===== src/rtl/fpnew_pkg.sv =====
// fpnew_pkg: minimal format-description subset of the FPnew package so this slice builds standalone.
package fpnew_pkg;
    typedef enum logic [2:0] {
        FP32    = 3'd0,
        FP64    = 3'd1,
        FP16    = 3'd2,
        FP8     = 3'd3,
        FP16ALT = 3'd4,
        FP8ALT  = 3'd5
    } fp_format_e;

    function automatic int exp_bits(fp_format_e fmt);
        case (fmt)
            FP32, FP16ALT: return 8;
            FP64:          return 11;
            FP16, FP8:     return 5;
            default:       return 4;
        endcase
    endfunction

    function automatic int man_bits(fp_format_e fmt);
        case (fmt)
            FP32:    return 23;
            FP64:    return 52;
            FP16:    return 10;
            FP8:     return 2;
            FP16ALT: return 7;
            default: return 3;
        endcase
    endfunction

    function automatic int fp_width(fp_format_e fmt);
        return exp_bits(fmt) + man_bits(fmt) + 1;
    endfunction
endpackage


===== src/rtl/expu_pkg.sv =====
// expu_pkg: shared types and format helpers for the exponential-unit blocks.
package expu_pkg;
    typedef enum logic {ACCUM = 1'b0, HOLD = 1'b1} acc_state_e;

    function automatic int fp_bias(fpnew_pkg::fp_format_e fmt);
        return (2 ** (fpnew_pkg::exp_bits(fmt) - 1)) - 1;
    endfunction
endpackage


===== src/rtl/expu_fp2fix.sv =====
// expu_fp2fix: combinational FP to unsigned fixed-point converter with saturation and error flags.
module expu_fp2fix
    import expu_pkg::*;
#(
    parameter fpnew_pkg::fp_format_e FPFORMAT = fpnew_pkg::FP16ALT,
    parameter int ACC_INT      = 8,
    parameter int ACC_FRACTION = 16,
    localparam int WIDTH     = fpnew_pkg::fp_width(FPFORMAT),
    localparam int ACC_WIDTH = ACC_INT + ACC_FRACTION
) (
    input  logic [WIDTH-1:0]     data_i,
    output logic [ACC_WIDTH-1:0] val_o,
    output logic                 sat_o,
    output logic                 err_o
);
    localparam int EXP_BITS = fpnew_pkg::exp_bits(FPFORMAT);
    localparam int MAN_BITS = fpnew_pkg::man_bits(FPFORMAT);
    localparam int BIAS     = fp_bias(FPFORMAT);
    localparam int MW       = MAN_BITS + 1;

    logic                sign;
    logic [EXP_BITS-1:0] exp_f;
    logic [MAN_BITS-1:0] man;
    logic [MW-1:0]       mag;
    int                  sh;

    assign {sign, exp_f, man} = data_i;
    assign mag = {1'b1, man};

    // sh is where the mantissa LSB lands relative to the accumulator LSB
    always_comb begin
        sh    = int'(exp_f) - BIAS + ACC_FRACTION - MAN_BITS;
        err_o = (&exp_f) || (sign && |exp_f);
        sat_o = !err_o && |exp_f && sh > ACC_WIDTH - MW;
        val_o = (err_o || exp_f == '0) ? '0 :
                sat_o                  ? '1 :
                (sh >= 0)              ? ACC_WIDTH'(mag) << sh :
                                         ACC_WIDTH'(mag >> (-sh));
    end
endmodule


===== src/rtl/expu_accumulator.sv =====
// expu_accumulator: streaming row-sum accumulator for softmax denominators.
// Stage 1 converts FP to fixed point, stage 2 accumulates and hands off per row.
module expu_accumulator
    import expu_pkg::*;
#(
    parameter fpnew_pkg::fp_format_e FPFORMAT = fpnew_pkg::FP16ALT,
    parameter int ACC_INT      = 8,
    parameter int ACC_FRACTION = 16,
    parameter int CNT_WIDTH    = 16,
    localparam int WIDTH     = fpnew_pkg::fp_width(FPFORMAT),
    localparam int ACC_WIDTH = ACC_INT + ACC_FRACTION
) (
    input  logic                 clk_i,
    input  logic                 rst_i,
    input  logic                 clear_i,
    input  logic                 in_valid_i,
    output logic                 in_ready_o,
    input  logic [WIDTH-1:0]     in_data_i,
    input  logic                 in_last_i,
    output logic                 out_valid_o,
    input  logic                 out_ready_i,
    output logic [ACC_WIDTH-1:0] out_sum_o,
    output logic [CNT_WIDTH-1:0] out_count_o,
    output logic                 out_sat_o,
    output logic                 out_err_o
);
    acc_state_e           state_q, state_d;
    logic                 s1_valid_q, s1_valid_d, s1_last_q, s1_last_d;
    logic                 s1_sat_q, s1_sat_d, s1_err_q, s1_err_d;
    logic [ACC_WIDTH-1:0] s1_val_q, s1_val_d;
    logic [ACC_WIDTH-1:0] acc_q, acc_d, out_sum_q, out_sum_d;
    logic [CNT_WIDTH-1:0] cnt_q, cnt_d, out_count_q, out_count_d;
    logic                 sat_q, sat_d, err_q, err_d;
    logic                 out_sat_q, out_sat_d, out_err_q, out_err_d;
    logic [ACC_WIDTH-1:0] conv_val, acc_n;
    logic [CNT_WIDTH-1:0] cnt_n;
    logic [ACC_WIDTH:0]   sum_ext;
    logic                 conv_sat, conv_err, hs_in, fin, sat_n, err_n;

    expu_fp2fix #(
        .FPFORMAT     (FPFORMAT),
        .ACC_INT      (ACC_INT),
        .ACC_FRACTION (ACC_FRACTION)
    ) u_fp2fix (
        .data_i (in_data_i),
        .val_o  (conv_val),
        .sat_o  (conv_sat),
        .err_o  (conv_err)
    );

    assign in_ready_o  = (state_q == ACCUM) && !(s1_valid_q && s1_last_q);
    assign out_valid_o = (state_q == HOLD);
    assign out_sum_o   = out_sum_q;
    assign out_count_o = out_count_q;
    assign out_sat_o   = out_sat_q;
    assign out_err_o   = out_err_q;

    always_comb begin
        hs_in       = in_valid_i && in_ready_o;
        s1_valid_d  = hs_in;
        s1_last_d   = hs_in ? in_last_i : s1_last_q;
        s1_val_d    = hs_in ? conv_val : s1_val_q;
        s1_sat_d    = hs_in ? conv_sat : s1_sat_q;
        s1_err_d    = hs_in ? conv_err : s1_err_q;
        sum_ext     = {1'b0, acc_q} + {1'b0, s1_val_q};
        acc_n       = sum_ext[ACC_WIDTH] ? '1 : sum_ext[ACC_WIDTH-1:0];
        cnt_n       = (&cnt_q) ? cnt_q : cnt_q + CNT_WIDTH'(1);
        sat_n       = sat_q | s1_sat_q | sum_ext[ACC_WIDTH];
        err_n       = err_q | s1_err_q;
        fin         = s1_valid_q && s1_last_q;
        acc_d       = !s1_valid_q ? acc_q : fin ? '0 : acc_n;
        cnt_d       = !s1_valid_q ? cnt_q : fin ? '0 : cnt_n;
        sat_d       = !s1_valid_q ? sat_q : fin ? 1'b0 : sat_n;
        err_d       = !s1_valid_q ? err_q : fin ? 1'b0 : err_n;
        out_sum_d   = fin ? acc_n : out_sum_q;
        out_count_d = fin ? cnt_n : out_count_q;
        out_sat_d   = fin ? sat_n : out_sat_q;
        out_err_d   = fin ? err_n : out_err_q;
        state_d     = fin ? HOLD : (state_q == HOLD && out_ready_i) ? ACCUM : state_q;
    end

    // clear_i is a full flush, indistinguishable from reset
    always_ff @(posedge clk_i) begin
        if (rst_i || clear_i) begin
            state_q     <= ACCUM;
            s1_valid_q  <= 1'b0;
            s1_last_q   <= 1'b0;
            s1_val_q    <= '0;
            s1_sat_q    <= 1'b0;
            s1_err_q    <= 1'b0;
            acc_q       <= '0;
            cnt_q       <= '0;
            sat_q       <= 1'b0;
            err_q       <= 1'b0;
            out_sum_q   <= '0;
            out_count_q <= '0;
            out_sat_q   <= 1'b0;
            out_err_q   <= 1'b0;
        end else begin
            state_q     <= state_d;
            s1_valid_q  <= s1_valid_d;
            s1_last_q   <= s1_last_d;
            s1_val_q    <= s1_val_d;
            s1_sat_q    <= s1_sat_d;
            s1_err_q    <= s1_err_d;
            acc_q       <= acc_d;
            cnt_q       <= cnt_d;
            sat_q       <= sat_d;
            err_q       <= err_d;
            out_sum_q   <= out_sum_d;
            out_count_q <= out_count_d;
            out_sat_q   <= out_sat_d;
            out_err_q   <= out_err_d;
        end
    end
endmodule


===== config.mk =====
export PLATFORM = sky130hd
export DESIGN_NAME = expu_accumulator
export DESIGN_NICKNAME = d
export VERILOG_FILES = /design/src/rtl/fpnew_pkg.sv /design/src/rtl/expu_pkg.sv /design/src/rtl/expu_fp2fix.sv /design/src/rtl/expu_accumulator.sv
export SDC_FILE = /design/constraint.sdc
export NUM_CORES = 1
export LEC_CHECK = 0
export ABC_CLOCK_PERIOD_IN_PS = 6140
export BUFFER_PORTS_ARGS = -buffer_cell sky130_fd_sc_hd__buf_2
export CAP_MARGIN = 20
export CORE_MARGIN = 5
export CORE_UTILIZATION = 49
export CTS_BUF_LIST = sky130_fd_sc_hd__clkbuf_8
export DETAILED_ROUTE_END_ITERATION = 8
export HOLD_SLACK_MARGIN = 0.06
export PLACE_DENSITY = 0.68
export SETUP_SLACK_MARGIN = 0.05
export SYNTH_ARGS = -nofsm -noshare
export SYNTH_HDL_FRONTEND = slang
export SYNTH_HIERARCHICAL = 1
export SYNTH_SLANG_ARGS = --single-unit

===== constraint.sdc =====
create_clock -name clk_i -period 6.14 [get_ports clk_i]
set_input_delay 1.228 -clock clk_i [delete_from_list [all_inputs] [get_ports clk_i]]
set_output_delay 1.228 -clock clk_i [all_outputs]
set_load 0.05 [all_outputs]

==> flow_summary.ini <==
[worst_setup_path]
crit_path_start_kind = input pin
crit_arrival_ns = 5.61
required_ns = 6.51
critical_path_class = in -> reg
worstSetupStartpoint = in_data_i[7]
r2r_slack_ns = 3.24
cp_max_fo = 29
rr_startpoint = s1_val_q[0]
cp-end-kind = flip-flop
reg2reg_depth = 10
crit_end = s1_val_q[4]
r2r_end = out_sum_o[7]

[pwr]
p_leak_nw = 3.180
pwr-share-comb = 0.138
peakVddDrop_mv = 0.2313
p_sw_frac = 0.2713
p_per_area_mw_per_mm2 = 199.8
pwr-share-clk = 0.408
switchingPower_mw = 0.4439
seqPwrFrac = 0.454
intPower_mw = 1.192

[drt]
vias = 6856
drt_iter0_drc = 573
ant_nets = 0
viasPerCell = 5.737
drc = 0
wire_per_inst_um = 15.44
wirelength_um = 18450
drt_pass1_iterations = 5

[yosys]
avgSynthCellArea_sq_um = 7.775
syn_area_sq_mm = 0.007448
yosys.area.top_type_share = 0.3037
ys_seq_area_frac = 0.3037
synth_edf_count = 0
synth_top_area_cell = dfxtp_1
yosysUniqueCellTypes = 86
synth_cells = 958
ys_top_cells_by_area = dfxtp_1 (30%), nand2_1 (7.0%), a21oi_1 (6.6%)
synth_ff_type = dfxtp_1
ys_async_sr_fraction = 0
syn-num-nets = 1017
ys_ff_latch = 113
yosys_warnings = 6

[clock_network]
cts.sinks = 113
postCtsResizedCells = 0
cts-root-buf = clkbuf_8
clockBufferDepth = 2
htree_levels = 4
hold_buffers = 0
post_cts_buffers = 0
clk_latency_ns = 0.44
clkTransAtPathRegs_ns = 0.06
cts_tree = built
cts_buffers = 17

[timing]
holdWs_ns = 0.4446
setup_tns_ns = 0
rsz0062_at_grt = no
setup_viol_count_final = 0
hold_viol = 0
fin_crit_ns = 5.247
tightest_slew_ns = 0.9312
finalCritPeriodShare = 0.8545
fin_ws_ns = 0.8933
fin_skew_ns = 0.007579
finalMaxSlewViolations = 0
max_freq_mhz = 190.6
timing.slew.headroom = 0.3777

[place]
placed_area_sq_mm = 0.007785
hpwl_um = 13410
dp_worst_setup_slack_ns = 0.4922
numPortBuffers = 65
gp_congestion = 0.9686

[flow_run]
maxCapViolations = 0

[floorplanning]
die_y_um = 133.3
ioPinCount = 66
num_rows = 45
dieWidth_um = 133.3
core_sq_mm = 0.01503
dieArea_sq_mm = 0.01777
start_util = 0.4955

[global_route]
grt_util_all_layers = 0.2105
grt_max_degree = 79
grt_overflow_total = 0
antenna_found_initial = 0
use_met2 = 0.3338
gr-usage-met1 = 0.2916
top_usage_layer = met2
grt_pass1_wl_um = 31110
first_global_vias = 6254
met3_usage = 0.04116

[cells_and_area]
postLayoutCellArea_sq_mm = 0.008187
antennaDiodeCount = 0
nNetsFinal = 1054
fillCellCount = 1467
drive_above_1_share = 0.1539
syn_to_final_growth_pct = 9.911

[status]
outcome = finished, final reports clean

[min_path]
hp-class = reg -> reg
-- cell usage after synthesis, drive strengths merged, types with 4 or more instances --
cell type and number:
a211oi 24, a21o 17, a21oi 100, a22oi 5, a31oi 20, and2 8, and3 13, buf 20
clkbuf 37, dfxtp 113, ha 36, inv 13, mux2i 11, nand2 141, nand2b 6, nand3 25
nand3b 5, nand4 10, nand4b 5, nor2 108, nor2b 11, nor3 19, nor3b 5, nor4 8
nor4b 7, o2111ai 10, o211ai 13, o21a 4, o21ai 68, o31ai 5, or2 5, or3 6
xnor2 24, xor2 19
-- state kept, by name, indices dropped and copies added (netlist names), 16 cells and up --
name,cells
acc_q,24
cnt_q,16
out_count_o,16
out_sum_o,24
s1_val_q,24
-- routing by layer --
layer,up-vias,routed length [um]
li1,3523,-
met1,3171,9212
met2,144,8309
met3,18,723
met4,0,201
met5,-,0
-- cell type report --
type | count | area [sq um] | share of cell area
repair buffers | 76 | 427.9 | 0.05227
multi-input cells | 774 | 4838 | 0.5910
flip-flops and latches | 113 | 2262 | 0.2763
clock inverters | 11 | 98.84 | 0.01207
clock buffers | 20 | 275.3 | 0.03362
well taps | 188 | 235.2 | 0.02873
inverters | 13 | 48.80 | 0.005961
-- placed cells by master, fill, tap and decap left out, drive strengths merged, types with 13 or more instances in the layout --
cell type,Yosys,final
xor2,19,19
dfxtp,113,113
buf,20,76
and3,13,13
a21o,17,17
o21ai,68,68
o211ai,13,13
nor3,19,19
nand2,141,141
nand3,25,25
a31oi,20,20
a21oi,100,100
inv,13,18
ha,36,36
nor2,108,108
clkbuf,37,20
a211oi,24,24
xnor2,24,24
-- kinds of logic (layout without fill, tap and decap cells) --
logic type | after synthesis | count (layout) | synth area share
XOR/XNOR | 43 | 43 | 0.05258
buffers and inverters | 71 | 120 | 0.04720
AND/OR/NAND/NOR | 385 | 385 | 0.2501
flip-flops | 113 | 113 | 0.3037
multiplexers | 15 | 15 | 0.02234
AO/OA/AOI/OAI | 293 | 293 | 0.2595
adder cells (fa/ha/maj) | 38 | 38 | 0.06451
-- worst max-delay path, stage by stage --
cell and delay, ns:
buf_2 0.40, inv_1 0.22, ha_1 0.36, nor2b_1 0.38, a21boi_2 0.16, nor3b_2 0.31, o31a_1 0.21, nor3b_1 0.39
inv_1 0.11, ha_1 0.30, nand4b_1 0.10, nor4_1 0.26, nand2_1 0.14, nor4b_4 0.43, o2111ai_1 0.19, a31oi_1 0.19
nand2_1 0.07, a21oi_1 0.15
-- how the worst min path moves through the flow --
stage / startpoint / to / slack (ns) / depth (start not counted)
6_report: acc_q[20] / acc_q[20] / 0.44 / 2
5_1_grt: out_count_o[0] / out_count_o[0] / 0.47 / 2
4_1_cts: acc_q[20] / acc_q[20] / 0.45 / 2
3_5_place_dp: acc_q[20] / acc_q[20] / 0.44 / 2
3_3_place_gp: acc_q[20] / acc_q[20] / 0.43 / 2
2_1_floorplan: acc_q[20] / acc_q[20] / 0.42 / 2
-- power groups by stage --
stage | Clock, mW | Combinational (mW) | Sequential, mW
2_1_floorplan | 0 | 0.167 | 0.759
3_3_place_gp | 0 | 0.219 | 0.759
3_5_place_dp | 0 | 0.222 | 0.759
4_1_cts | 0.683 | 0.222 | 0.743
5_1_grt | 0.722 | 0.249 | 0.743
6_report | 0.668 | 0.225 | 0.743
-- metrics by stage --
stage / utilization / std cells / power [mW]
6_report: 0.5446 / 1195 / 1.636
5_1_grt: 0.5446 / 1195 / 1.714
4_1_cts: 0.5427 / 1194 / 1.648
3_5_place_dp: 0.5179 / 1163 / 0.9807
3_3_place_gp: 0.5179 / 1163 / 0.9785
2_1_floorplan: - / 958 / 0.9261
(Power assumes the default switching activity.)
